$ cat src/rtl/pwm_multi.sv
// pwm_multi: NUM_CH-channel PWM with one shared period counter, a prescaler,
// edge- or center-aligned counting and double-buffered PERIOD/DUTY values,
// attached to the simple word-wide peripheral bus.
// Optional period-end flag and interrupt: define PWM_IRQ_EN.
module pwm_multi #(
  parameter int NUM_CH      = 4,
  parameter int CNT_WIDTH   = 16,
  parameter int PRESC_WIDTH = 8
) (
  input  logic              clk,
  input  logic              rst_n,
  input  logic              mem_valid,
  input  logic              mem_we,
  input  logic [5:0]        mem_addr,
  input  logic [31:0]       mem_wdata,
  output logic [31:0]       mem_rdata,
  output logic              mem_ready,
  output logic [NUM_CH-1:0] pwm_out
`ifdef PWM_IRQ_EN
  ,
  output logic              irq
`endif
);

  typedef enum logic {MODE_EDGE = 1'b0, MODE_CENTER = 1'b1} mode_t;
  typedef enum logic {DIR_UP = 1'b0, DIR_DOWN = 1'b1} dir_t;

  // Programmer-visible registers
  logic                   global_en;
  mode_t                  ctrl_mode;
  logic [NUM_CH-1:0]      ch_en;
  logic [CNT_WIDTH-1:0]   period_reg;
  logic [PRESC_WIDTH-1:0] presc_reg;
  logic [CNT_WIDTH-1:0]   duty_reg [NUM_CH];

  // Counter state and shadow copies used by the compare
  logic [PRESC_WIDTH-1:0] presc_cnt;
  logic [CNT_WIDTH-1:0]   cnt;
  dir_t                   dir;
  mode_t                  active_mode;
  logic [CNT_WIDTH-1:0]   active_period;
  logic [CNT_WIDTH-1:0]   active_duty [NUM_CH];

  logic [3:0]           reg_idx;
  logic                 wr_en;
  logic                 ctrl_wr;
  mode_t                mode_next;
  logic [31:0]          rd_data;
  logic                 tick;
  logic                 boundary;
  logic [CNT_WIDTH-1:0] cnt_next;
  dir_t                 dir_next;
  logic                 unused_ok;

  assign reg_idx   = mem_addr[5:2];
  assign wr_en     = mem_valid & mem_we;
  assign ctrl_wr   = wr_en && (reg_idx == 4'd0);
  // Mode written together with the enable bit must already apply to the
  // first period, so the idle shadow load takes the incoming value.
  assign mode_next = ctrl_wr ? mode_t'(mem_wdata[1]) : ctrl_mode;
  assign unused_ok = ^{mem_addr[1:0], mem_wdata};

`ifdef PWM_IRQ_EN
  logic irq_en;
  logic status;
  logic status_clr;
  assign status_clr = wr_en && (reg_idx == 4'd3) && mem_wdata[0];
`endif

  // Register read multiplexer; unmapped offsets and unused bits read 0
  always_comb begin
    rd_data = '0;
    case (reg_idx)
      4'd0: begin
        rd_data[0]           = global_en;
        rd_data[1]           = (ctrl_mode == MODE_CENTER);
`ifdef PWM_IRQ_EN
        rd_data[2]           = irq_en;
`endif
        rd_data[8 +: NUM_CH] = ch_en;
      end
      4'd1: rd_data[CNT_WIDTH-1:0]   = period_reg;
      4'd2: rd_data[PRESC_WIDTH-1:0] = presc_reg;
`ifdef PWM_IRQ_EN
      4'd3: rd_data[0]               = status;
`endif
      default: begin
        for (int unsigned i = 0; i < NUM_CH; i++)
          if (reg_idx == 4'(i + 4)) rd_data[CNT_WIDTH-1:0] = duty_reg[i];
      end
    endcase
  end

  // Bus response and register writes
  always_ff @(posedge clk) begin
    if (!rst_n) begin
      mem_ready  <= 1'b0;
      mem_rdata  <= '0;
      global_en  <= 1'b0;
      ctrl_mode  <= MODE_EDGE;
      ch_en      <= '0;
      period_reg <= '0;
      presc_reg  <= '0;
      for (int unsigned i = 0; i < NUM_CH; i++) duty_reg[i] <= '0;
`ifdef PWM_IRQ_EN
      irq_en     <= 1'b0;
`endif
    end else begin
      mem_ready <= mem_valid;
      mem_rdata <= (mem_valid && !mem_we) ? rd_data : '0;
      ctrl_mode <= mode_next;
      if (wr_en) begin
        case (reg_idx)
          4'd0: begin
            global_en <= mem_wdata[0];
            ch_en     <= mem_wdata[8 +: NUM_CH];
`ifdef PWM_IRQ_EN
            irq_en    <= mem_wdata[2];
`endif
          end
          4'd1: period_reg <= mem_wdata[CNT_WIDTH-1:0];
          4'd2: presc_reg  <= mem_wdata[PRESC_WIDTH-1:0];
          default: begin
            for (int unsigned i = 0; i < NUM_CH; i++)
              if (reg_idx == 4'(i + 4)) duty_reg[i] <= mem_wdata[CNT_WIDTH-1:0];
          end
        endcase
      end
    end
  end

  // Next counter value, direction and period boundary for the current tick.
  // Center mode folds "top reached" and "counting down" into one branch:
  // from either, a count of 1 (or 0 when PERIOD=0) ends the period.
  always_comb begin
    tick     = (presc_cnt >= presc_reg);
    cnt_next = cnt;
    dir_next = dir;
    boundary = 1'b0;
    if (tick) begin
      if (active_mode == MODE_EDGE) begin
        if (cnt >= active_period) begin
          cnt_next = '0;
          boundary = 1'b1;
        end else begin
          cnt_next = cnt + 1'b1;
        end
      end else if (dir == DIR_UP && cnt < active_period) begin
        cnt_next = cnt + 1'b1;
      end else if (cnt <= CNT_WIDTH'(1)) begin
        cnt_next = '0;
        dir_next = DIR_UP;
        boundary = 1'b1;
      end else begin
        cnt_next = cnt - 1'b1;
        dir_next = DIR_DOWN;
      end
    end
  end

  // Prescaler, period counter, shadow reload and registered compare outputs
  always_ff @(posedge clk) begin
    if (!rst_n) begin
      presc_cnt     <= '0;
      cnt           <= '0;
      dir           <= DIR_UP;
      active_mode   <= MODE_EDGE;
      active_period <= '0;
      for (int unsigned i = 0; i < NUM_CH; i++) active_duty[i] <= '0;
      pwm_out       <= '0;
    end else begin
      if (!global_en) begin
        presc_cnt     <= '0;
        cnt           <= '0;
        dir           <= DIR_UP;
        active_mode   <= mode_next;
        active_period <= period_reg;
        for (int unsigned i = 0; i < NUM_CH; i++) active_duty[i] <= duty_reg[i];
      end else begin
        presc_cnt <= tick ? '0 : presc_cnt + 1'b1;
        cnt       <= cnt_next;
        dir       <= dir_next;
        if (boundary) begin
          active_mode   <= ctrl_mode;
          active_period <= period_reg;
          for (int unsigned i = 0; i < NUM_CH; i++) active_duty[i] <= duty_reg[i];
        end
      end
      for (int unsigned i = 0; i < NUM_CH; i++)
        pwm_out[i] <= global_en & ch_en[i] & (cnt < active_duty[i]);
    end
  end

`ifdef PWM_IRQ_EN
  // Period-end flag (set beats clear) and registered interrupt
  always_ff @(posedge clk) begin
    if (!rst_n) begin
      status <= 1'b0;
      irq    <= 1'b0;
    end else begin
      if (global_en && boundary) status <= 1'b1;
      else if (status_clr)       status <= 1'b0;
      irq <= status & irq_en;
    end
  end
`endif

endmodule

$ cat config.mk
export PLATFORM = sky130hd
export DESIGN_NAME = pwm_multi
export DESIGN_NICKNAME = d
export VERILOG_FILES = /design/src/rtl/pwm_multi.sv
export SDC_FILE = /design/constraint.sdc
export NUM_CORES = 1
export LEC_CHECK = 0
export ABC_AREA = 1
export CAP_MARGIN = 20
export CORE_MARGIN = 2
export CORE_UTILIZATION = 54
export DETAILED_ROUTE_END_ITERATION = 8
export PLACE_DENSITY = 0.77
export REMOVE_ABC_BUFFERS = 1
export SKIP_CTS_REPAIR_TIMING = 1
export SLEW_MARGIN = 20
export SYNTH_ARGS = -nofsm -noshare
export SYNTH_HDL_FRONTEND = slang
export SYNTH_SLANG_ARGS = --single-unit
$ cat constraint.sdc
create_clock -name clk -period 2.6 [get_ports clk]
set_input_delay 0.26 -clock clk [delete_from_list [all_inputs] [get_ports clk]]
set_output_delay 0.26 -clock clk [all_outputs]
set_load 0.05 [all_outputs]
* Yosys cells after proc, flatten, opt, wreduce, memory -nomap -nowiden
Memories as Yosys holds them, arrays and structs flattened. Cells that the tools add are included.
Operators by class: add/subtract/negate cells 3, multiply operators 0, div/mod/pow operators 0, order comparisons 8, equality and inequality tests 7, shift-type cells 0, muxes and demuxes 63, bitwise logic cells 25, reductions and logical operators 14
Operators by type and width (number):
- 16-bit 2-to-1 mux | 22
- 16-bit less-than comparator | 5
- 1-bit 2-to-1 mux | 37
- 6-bit one-hot mux with 3 select lines | 1
- 16-bit by 1-bit adder with 16-bit output, second input constant | 1
- 4-bit by 3-bit == test with 1-bit output, second input constant | 4
- 16-bit >= comparator | 1
- 16-bit by 1-bit <= comparator with 1-bit output, second input constant | 1
- 16-bit by 1-bit subtractor with 16-bit output, second input constant | 1
- 1-bit OR | 12
- 4-bit one-hot mux with 3 select lines | 1
- 2-bit AND reduction | 5
- 1-bit AND | 9
- 8-bit by 1-bit adder with 8-bit output, second input constant | 1
- 8-bit >= comparator | 1
- 4-bit one-hot mux with 2 select lines | 1
- 2-bit one-hot mux with 3 select lines | 1
- 3-bit OR reduction | 2
- 4-bit by 1-bit == test with 1-bit output, second input constant | 1
- 4-bit by 2-bit == test with 1-bit output, second input constant | 1
- 4-bit logical NOT | 1
- 1-bit inverter | 4
- 1-bit logical AND | 3
- 3-bit AND reduction | 1
- 3 further kinds | 3
Storage, ports and cells: bits in registers 109, bits in latches 0, bits in writable memories 128, ROM bits 0, bits of input ports 42, output and inout bits 37, memories 2
Memory list:
- active_duty | words 4, width 16, read ports 4, clocked after memory_dff 0, wr ports 4, RTL line 42 | logic [CNT_WIDTH-1:0] active_duty [NUM_CH];
- duty_reg | words 4, width 16, read ports 4, clocked after memory_dff 0, wr ports 4, RTL line 34 | logic [CNT_WIDTH-1:0] duty_reg [NUM_CH];

* Longest topological paths before layout
Gate-level depths: netlist of the first run.
word-level depth 10, mapped depth 18, depth with buffers taken out 17

* Worst setup path after synthesis of the first run
OpenSTA, ideal clock, no wires.
path type reg2reg, from reg cnt[7], to mem active_duty[0][0], enable pin, arrival time 2.347 ns, data required time 2.122 ns, path slack -0.225 ns, cell stages (with the launch flop) 12, path buffers 1, cells stage by stage dfxtp_1 ha_1 a21o_1 nor2_1 nand2_1 nand2_1 nand3_1 nand3_2 nand2_2 nand2_4 buf_2 nand2_1
RTL lines:
- start: declaration | RTL line 38 | logic [CNT_WIDTH-1:0] cnt;
- start signal: assignment | RTL line 181 | cnt <= cnt_next;
- end: declaration | RTL line 42

==> metrics.md, run 1 <==
| Metric | Value |
|---|---|
| Cell accounting for the most synthesized area | edfxtp_1 |
| Multi-input combinational cell area | 0.00493 mm² |
| Drt pass-1 iters | 5 |
| Synth area leaders | edfxtp_1 (33%), dfxtp_1 (16%), ha_1 (9.3%) |
| Layout Cells excl Fill | 1,721 |
| Skew-Pair Late Insertion Delay | 0.52 ns |
| Worst setup EP type | flip-flop |
| Register area share after synthesis | 48.3% |
| H-Tree Depth | 1 |
| Final period utilization | 93.0% |
| Clock sink count | 221 |
| Synth Instances | 1,344 |
| Worst stage delay on the critical path | 0.41 ns |
| IO Count | 79 |
| Total track usage | 25.0% |
| Final Skew | 0.0110 ns |
| Main synth FF type | edfxtp_1 |
| First-pass GRT wire length | 46,400 µm |
| Vias in the first global route | 9,045 |
| #FFs+latches synth | 221 |
| Grt ovf | 0 |
| Root Driver | clkbuf_16 |
| Vias | 9,399 |
| Slew Limit Fails | 0 |
| Largest net degree at the start of global routing | 33 |
| 1st-iter DRT viols | 881 |
| Setup WS pre-CTS | 0.145 ns |
| Initial Util | 54.6% |
| Max layer used | met4 |
| DR vias/cell | 5.46 |
| F_max | 413 MHz |
| Post-layout net count | 1,553 |
| Final setup violation count | 0 |
| Setup TNS Final | 0 ns |
| Clock slew at reported path FFs | 0.06 ns |
| Post-Place Cells | 1,677 |
| Leak | 5.94 nW |
| Layout cell share with drive strength beyond 1 | 12.4% |
| Status | complete, no violations |
| Slowest cell on crit path | dfxtp_1 |
| Endpoints failing hold | 0 |
| DRC Markers | 0 |
| Initial antenna violation count | 1 |
| Top cell type's share of synthesized area | 32.5% |
| Min-Delay Path Class | primary input to flip-flop |
| Core Area | 0.0216 mm² |
| Setup ws final | 0.181 ns |
| Setup CP Type | flip-flop to flip-flop |
| Die area | 0.0231 mm² |
| Chip height | 152 µm |
| GP Congestion | 0.881 |
| DPL Wire Length | 21,600 µm |
| Max FO, Critical Path | 22 |
| Crit path cell chain | inv_1, ha_1, inv_1, nor2_4, inv_2, nor2_4, o21a_4, nand3_2, nand2_2, nand2_4, nand2_8, nand2_8, buf_12, nor2_2 |
| Metal3 WL | 2350 µm |
| RSZ-0062 raised after global routing | false |
| Yosys warning count | 0 |
| Antenna Nets Post-Route | 0 |
| P&R area growth vs syn | 15.4% |
| Crit path DAT | 2.69 ns |
| Number of synthesized flops with an enable pin | 128 |
| Port buffer count | 44 |
| Synth top cells by count | inv_1 (223), nand2_1 (201), edfxtp_1 (128) |
| # rows | 54 |
| Die X | 152 µm |
| WL/cell | 17.0 µm |
| VDD IR-drop max | 0.577 mV |
| Total CTS buffers | 24 |
| Power per cell area | 583 mW/mm² |
| Worst-Margin Slew | 0.708 ns |
| Max cap viols | 0 |
| Post-layout util | 63.1% |
| Max transition margin | 52.7% |
| Startpoint Class | flip-flop |
| Count leader, synth | inv_1 |
| Wirelength, routed | 29,300 µm |
| Synth unique cells | 43 |
| Mean Syn Cell Area | 8.79 µm² |
| Top delay family on crit path | simple AND/OR/NAND/NOR gates |
| Wire length on met2 | 14,000 µm |
| CTS tree | yes |
| Fin crit period | 2.42 ns |
| Fillers | 1,740 |
| CTS Buffer Depth | 3 |
| Register area | 0.00571 mm² |
| Met1 WL | 12,200 µm |
| CP bufs+invs | 4 |
| Netlist Area Pre-Place | 0.0118 mm² |
| Worst Path Required | 2.87 ns |
| FFs w/ async S/R, synth | 0% |
power breakdown:
group          leakage, nW  switching (W)  internal [W]  total, W
Clock                0.403        0.00139       0.00214   0.00353
Combinational         3.43       0.000376      0.000172  0.000549
Sequential            2.10      0.0000480       0.00382   0.00387
Total                 5.94        0.00181       0.00613   0.00795
final cells by class:
class | instances | area share [%]
sequential | 221 | 41.8
inverter | 230 | 6.35
clock inverter | 13 | 1.04
antenna | 1 | 0.0184
timing repair buffer | 101 | 7.01
tap | 280 | 2.57
clock buffer | 30 | 4.98
multi-input combinational | 845 | 36.2
worst reg2reg max path: cells and delay by family (launching register included):
kind,cells,cell delay [ns]
buf+inv,4,0.53
fa+ha+maj,1,0.22
simple gates,8,0.78
flops,1,0.41
compound gates,1,0.24
final timing paths:
| kind | cells after the start | startpoint | end | slack [ns] |
|---|---|---|---|---|
| setup / recovery | 14 | cnt[1]$_SDFFE_PN0P_ | active_duty[1][4]$_SDFFCE_PP0P_ | 0.18 |
| setup reg to reg | 14 | cnt[1]$_SDFFE_PN0P_ | active_duty[1][4]$_SDFFCE_PP0P_ | 0.18 |
| hold reg to reg | 2 | active_period[15]$_SDFFE_PN0P_ | active_period[15]$_SDFFE_PN0P_ | 0.47 |
| hold / removal | 3 | mem_valid | mem_ready$_SDFF_PN0_ | 0.33 |
metrics by stage:
step           cell area [µm²]  total power [W]  hold WS [ns]
4_1_cts                  13600          0.00795         0.324
2_1_floorplan            11500          0.00426         0.364
6_report                 13600          0.00795         0.333
3_5_place_dp             12800          0.00448         0.460
3_3_place_gp             12800          0.00446         0.439
5_1_grt                  13600          0.00815         0.377
cells in the final DEF, fill, tap and decap left out, types with 7 or more instances in the layout:
cell type,count
edfxtp_1,128
clkinv_1,7
clkbuf_16,26
clkdlybuf4s50_1,44
buf_4,50
nor2_4,13
a21oi_1,94
dfxtp_1,93
nor2_2,53
inv_1,223
nand2_1,201
nand4_1,17
o22ai_1,16
a41oi_1,10
nand3_1,92
nor3_1,14
xor2_1,21
buf_12,7
nor2_1,121
o21ai_0,42
ha_1,88
conb_1,16
metal layers:
metal	up-vias	global-route usage, %
met4	0	7.17
met1	4381	33.2
li1	4546	-
met5	-	0
met3	57	3.79
met2	415	42.7
cell families after synthesis:
logic type               Yosys count  share of synthesized area (%)
flip-flops                       221                           48.3
other                              1                         0.0317
AO/OA/AOI/OAI                    187                           8.96
XOR/XNOR                          25                           1.85
adder cells (fa/ha/maj)           88                           9.32
buffers and inverters            293                           10.5
AND/OR/NAND/NOR                  529                           21.1
Power figures use the tool's default switching activity.
==> run 2: changes to the inputs <==
--- a/config.mk
+++ b/config.mk
@@ -10,7 +10,7 @@
 export CORE_MARGIN = 2
 export CORE_UTILIZATION = 54
 export DETAILED_ROUTE_END_ITERATION = 8
-export PLACE_DENSITY = 0.77
+export PLACE_DENSITY = 0.88
 export REMOVE_ABC_BUFFERS = 1
 export SKIP_CTS_REPAIR_TIMING = 1
 export SLEW_MARGIN = 20
==> run 2 against run 1 <==
Register-to-register slack worse by 0.08 ns. Critical path depth is 2 lower. Via count is 3.5% higher. Clock power is 8.2% lower.
==> metrics.md, run 2 (synthesized netlist as in run 1, its figures left out) <==
| Metric | Value |
|---|---|
| F_max | 400 MHz (-3.3%) |
| # rows | 54 (unchanged) |
| R2R Setup Slk | 0.1 ns (-0.08 ns) |
| Largest net degree at the start of global routing | 33 (unchanged) |
| Clock slew at reported path FFs | 0.06 ns (about the same) |
| WL/cell | 18.2 µm (+7.0%) |
| CP startpoint | active_period[15]$_SDFFE_PN0P_ |
| Initial Util | 54.6% (unchanged) |
| Hold worst-path end | mem_ready$_SDFF_PN0_ |
| Crit path DAT | 2.76 ns (+0.07 ns) |
| Switching Share | 23.2% (+0.38 points) |
| Top delay family on crit path | simple AND/OR/NAND/NOR gates |
| Sequential power share | 50.4% (+1.8 points) |
| DR vias/cell | 5.66 (+3.6%) |
| Drt pass-1 iters | 7 (+2) |
| DPL Wire Length | 22,300 µm (+3.4%) |
| Root Driver | clkbuf_16 |
| VDD IR-drop max | 0.582 mV (+0.89%) |
| Port buffer count | 44 (unchanged) |
| Vias | 9,727 (+3.5%) |
| 1st-iter DRT viols | 1,147 (+30%) |
| Die area | 0.0231 mm² (unchanged) |
| First-pass GRT wire length | 49,100 µm (+5.9%) |
| P&R area growth vs syn | 14.9% |
| CP bufs+invs | 3 (-1) |
| Max transition margin | 50.3% (-2.4 points) |
| Fin area | 0.0136 mm² (-0.41%) |
| H-Tree Depth | 1 (unchanged) |
| Most frequent cells in the layout | inv_1 (222), nand2_1 (200), edfxtp_1 (128), nor2_1 (120), a21oi_1 (94) |
| Initial antenna violation count | 1 (unchanged) |
| Endpoints failing hold | 0 (unchanged) |
| Layout cell share with drive strength beyond 1 | 12.6% (+0.22 points) |
| Skew-Pair Late Insertion Delay | 0.51 ns (about the same) |
| Min-Delay Path Class | primary input to flip-flop |
| CTS tree | yes |
| Vias in the first global route | 9,561 (+5.7%) |
| Slew Limit Fails | 0 (unchanged) |
| Clk pwr share | 42.2% (-2.2 points) |
| Power per cell area | 565 mW/mm² (-3.1%) |
| Final period utilization | 96.2% (+3.2 points) |
| Fillers | 1,648 (-5.3%) |
| CTS Buffer Depth | 3 (unchanged) |
| Psw | 0.00178 W (-1.9%) |
| Final Skew | 0.0114 ns (+0.000427 ns) |
| Hold Path Stages | 3 (unchanged) |
| DRC Markers | 0 (unchanged) |
| Startpoint Class | flip-flop |
| HP Start | mem_valid |
| Commonest non-fill, non-tap cell in the layout | inv_1 |
| Final setup violation count | 0 (unchanged) |
| Status | complete, no violations |
| Core Area | 0.0216 mm² (unchanged) |
| Worst Path Required | 2.86 ns (about the same) |
| Worst setup EP type | flip-flop |
| Clock sink count | 221 (unchanged) |
| Total track usage | 26.3% (+1.3 points) |
| Internal power | 0.00589 W (-4.0%) |
| GP Congestion | 0.940 (+6.7%) |
| Crit Reg-Reg Startpoint | active_period[15]$_SDFFE_PN0P_ |
| Most numerous cell on the critical path | nand2_2 |
| Post-layout net count | 1,553 (unchanged) |
| Total CTS buffers | 23 (-4.2%) |
| Power share of the combinational group | 7.4% (+0.5 points) |
| Fin crit period | 2.50 ns (+0.0821 ns) |
| Crit path cell chain | inv_1, ha_1, a21oi_1, o21ai_0, a21oi_2, nand3_1, nand3_2, nand2_2, nand2_4, buf_4, nand2_2, clkbuf_16 |
| Slowest cell on crit path | dfxtp_1 |
| Wirelength, routed | 31,300 µm (+6.9%) |
| Worst-Margin Slew | 0.744 ns (+0.0358 ns) |
| Path depth of the worst reg2reg path | 12 (-2) |
| Leak | 5.91 nW (-0.47%) |
| N_diodes | 0 (-1) |
| Post-DP Area | 0.0128 mm² (about the same) |
| Die X | 152 µm (unchanged) |
| Setup CP Type | flip-flop to flip-flop |
| Antenna Nets Post-Route | 0 (unchanged) |
| Grt ovf | 0 (unchanged) |
| RR Endpoint | active_duty[0][8]$_DFFE_PP_ |
| Post-layout util | 62.8% (-0.26 points) |
| IO Count | 79 (unchanged) |
| Max cap viols | 0 (unchanged) |
| Max FO, Critical Path | 16 (-27%) |
| Worst stage delay on the critical path | 0.34 ns (-0.07 ns) |
| Chip height | 152 µm (unchanged) |
[run 2: worst register-to-register path, delay by kind of cell (launching register included)]
kind                     cells  cell delay, ns
AND/OR/NAND/NOR              5            0.62
flip-flops                   1            0.34
buffers and inverters        3            0.49
AO/OA/AOI/OAI                3            0.49
adder cells (fa/ha/maj)      1            0.31
[run 2: worst max path at each step]
stage,endpoint,depth (start not counted),slack (ns)
after floorplan,duty_reg[2][0]$_SDFFCE_PN0P_,6,-0.21
after detailed placement,cnt[7]$_SDFFE_PN0P_,10,-0.03
final,active_duty[0][8]$_DFFE_PP_,12,0.1
after global placement,active_duty[1][11]$_SDFFCE_PP0P_,11,0.14
after CTS,cnt[7]$_SDFFE_PN0P_,10,-0.14
after global routing,active_duty[1][11]$_SDFFCE_PP0P_,13,-0.008
[run 2: metrics by stage]
step	hold slack (ns)	power [W]	TNS (ns)	std cells	setup WS (ns)
2_1_floorplan	0.364	0.00426	-8.74	1296	-0.208
3_3_place_gp	0.455	0.00445	0	1677	0.144
3_5_place_dp	0.464	0.00448	-0.0271	1677	-0.0271
4_1_cts	0.345	0.00766	-1.07	1718	-0.136
5_1_grt	0.367	0.00787	-0.0363	1719	-0.00798
6_report	0.345	0.00767	0	1719	0.0988
[run 2: area by class of cell]
| cell class | count | area (µm²) | share of cell area [%] |
|---|---|---|---|
| multi-input combinational | 845 | 4950 | 36.4 |
| clock buffer | 35 | 681 | 5.01 |
| inverter | 230 | 866 | 6.38 |
| sequential | 221 | 5710 | 42.0 |
| tap | 280 | 350 | 2.58 |
| timing repair buffer | 102 | 968 | 7.13 |
| clock inverter | 6 | 58.8 | 0.433 |
[run 2: layer usage]
metal  GRT usage (%)  vias to the layer above  part of all wire, %
li1                -                     4538                    -
met1            34.0                     4543                   38
met2            44.7                      545                   48
met3            4.76                       99                   10
met4            9.08                        2                  3.5
met5               0                        -                0.042
[run 2: power by group through the flow]
stage | registers (W) | clock network, W | logic, W
after floorplan | 0.00394 | 0 | 0.000328
after global placement | 0.00393 | 0 | 0.000518
after detailed placement | 0.00394 | 0 | 0.000541
after CTS | 0.00387 | 0.00324 | 0.000554
after global routing | 0.00388 | 0.00338 | 0.000610
final | 0.00387 | 0.00324 | 0.000564
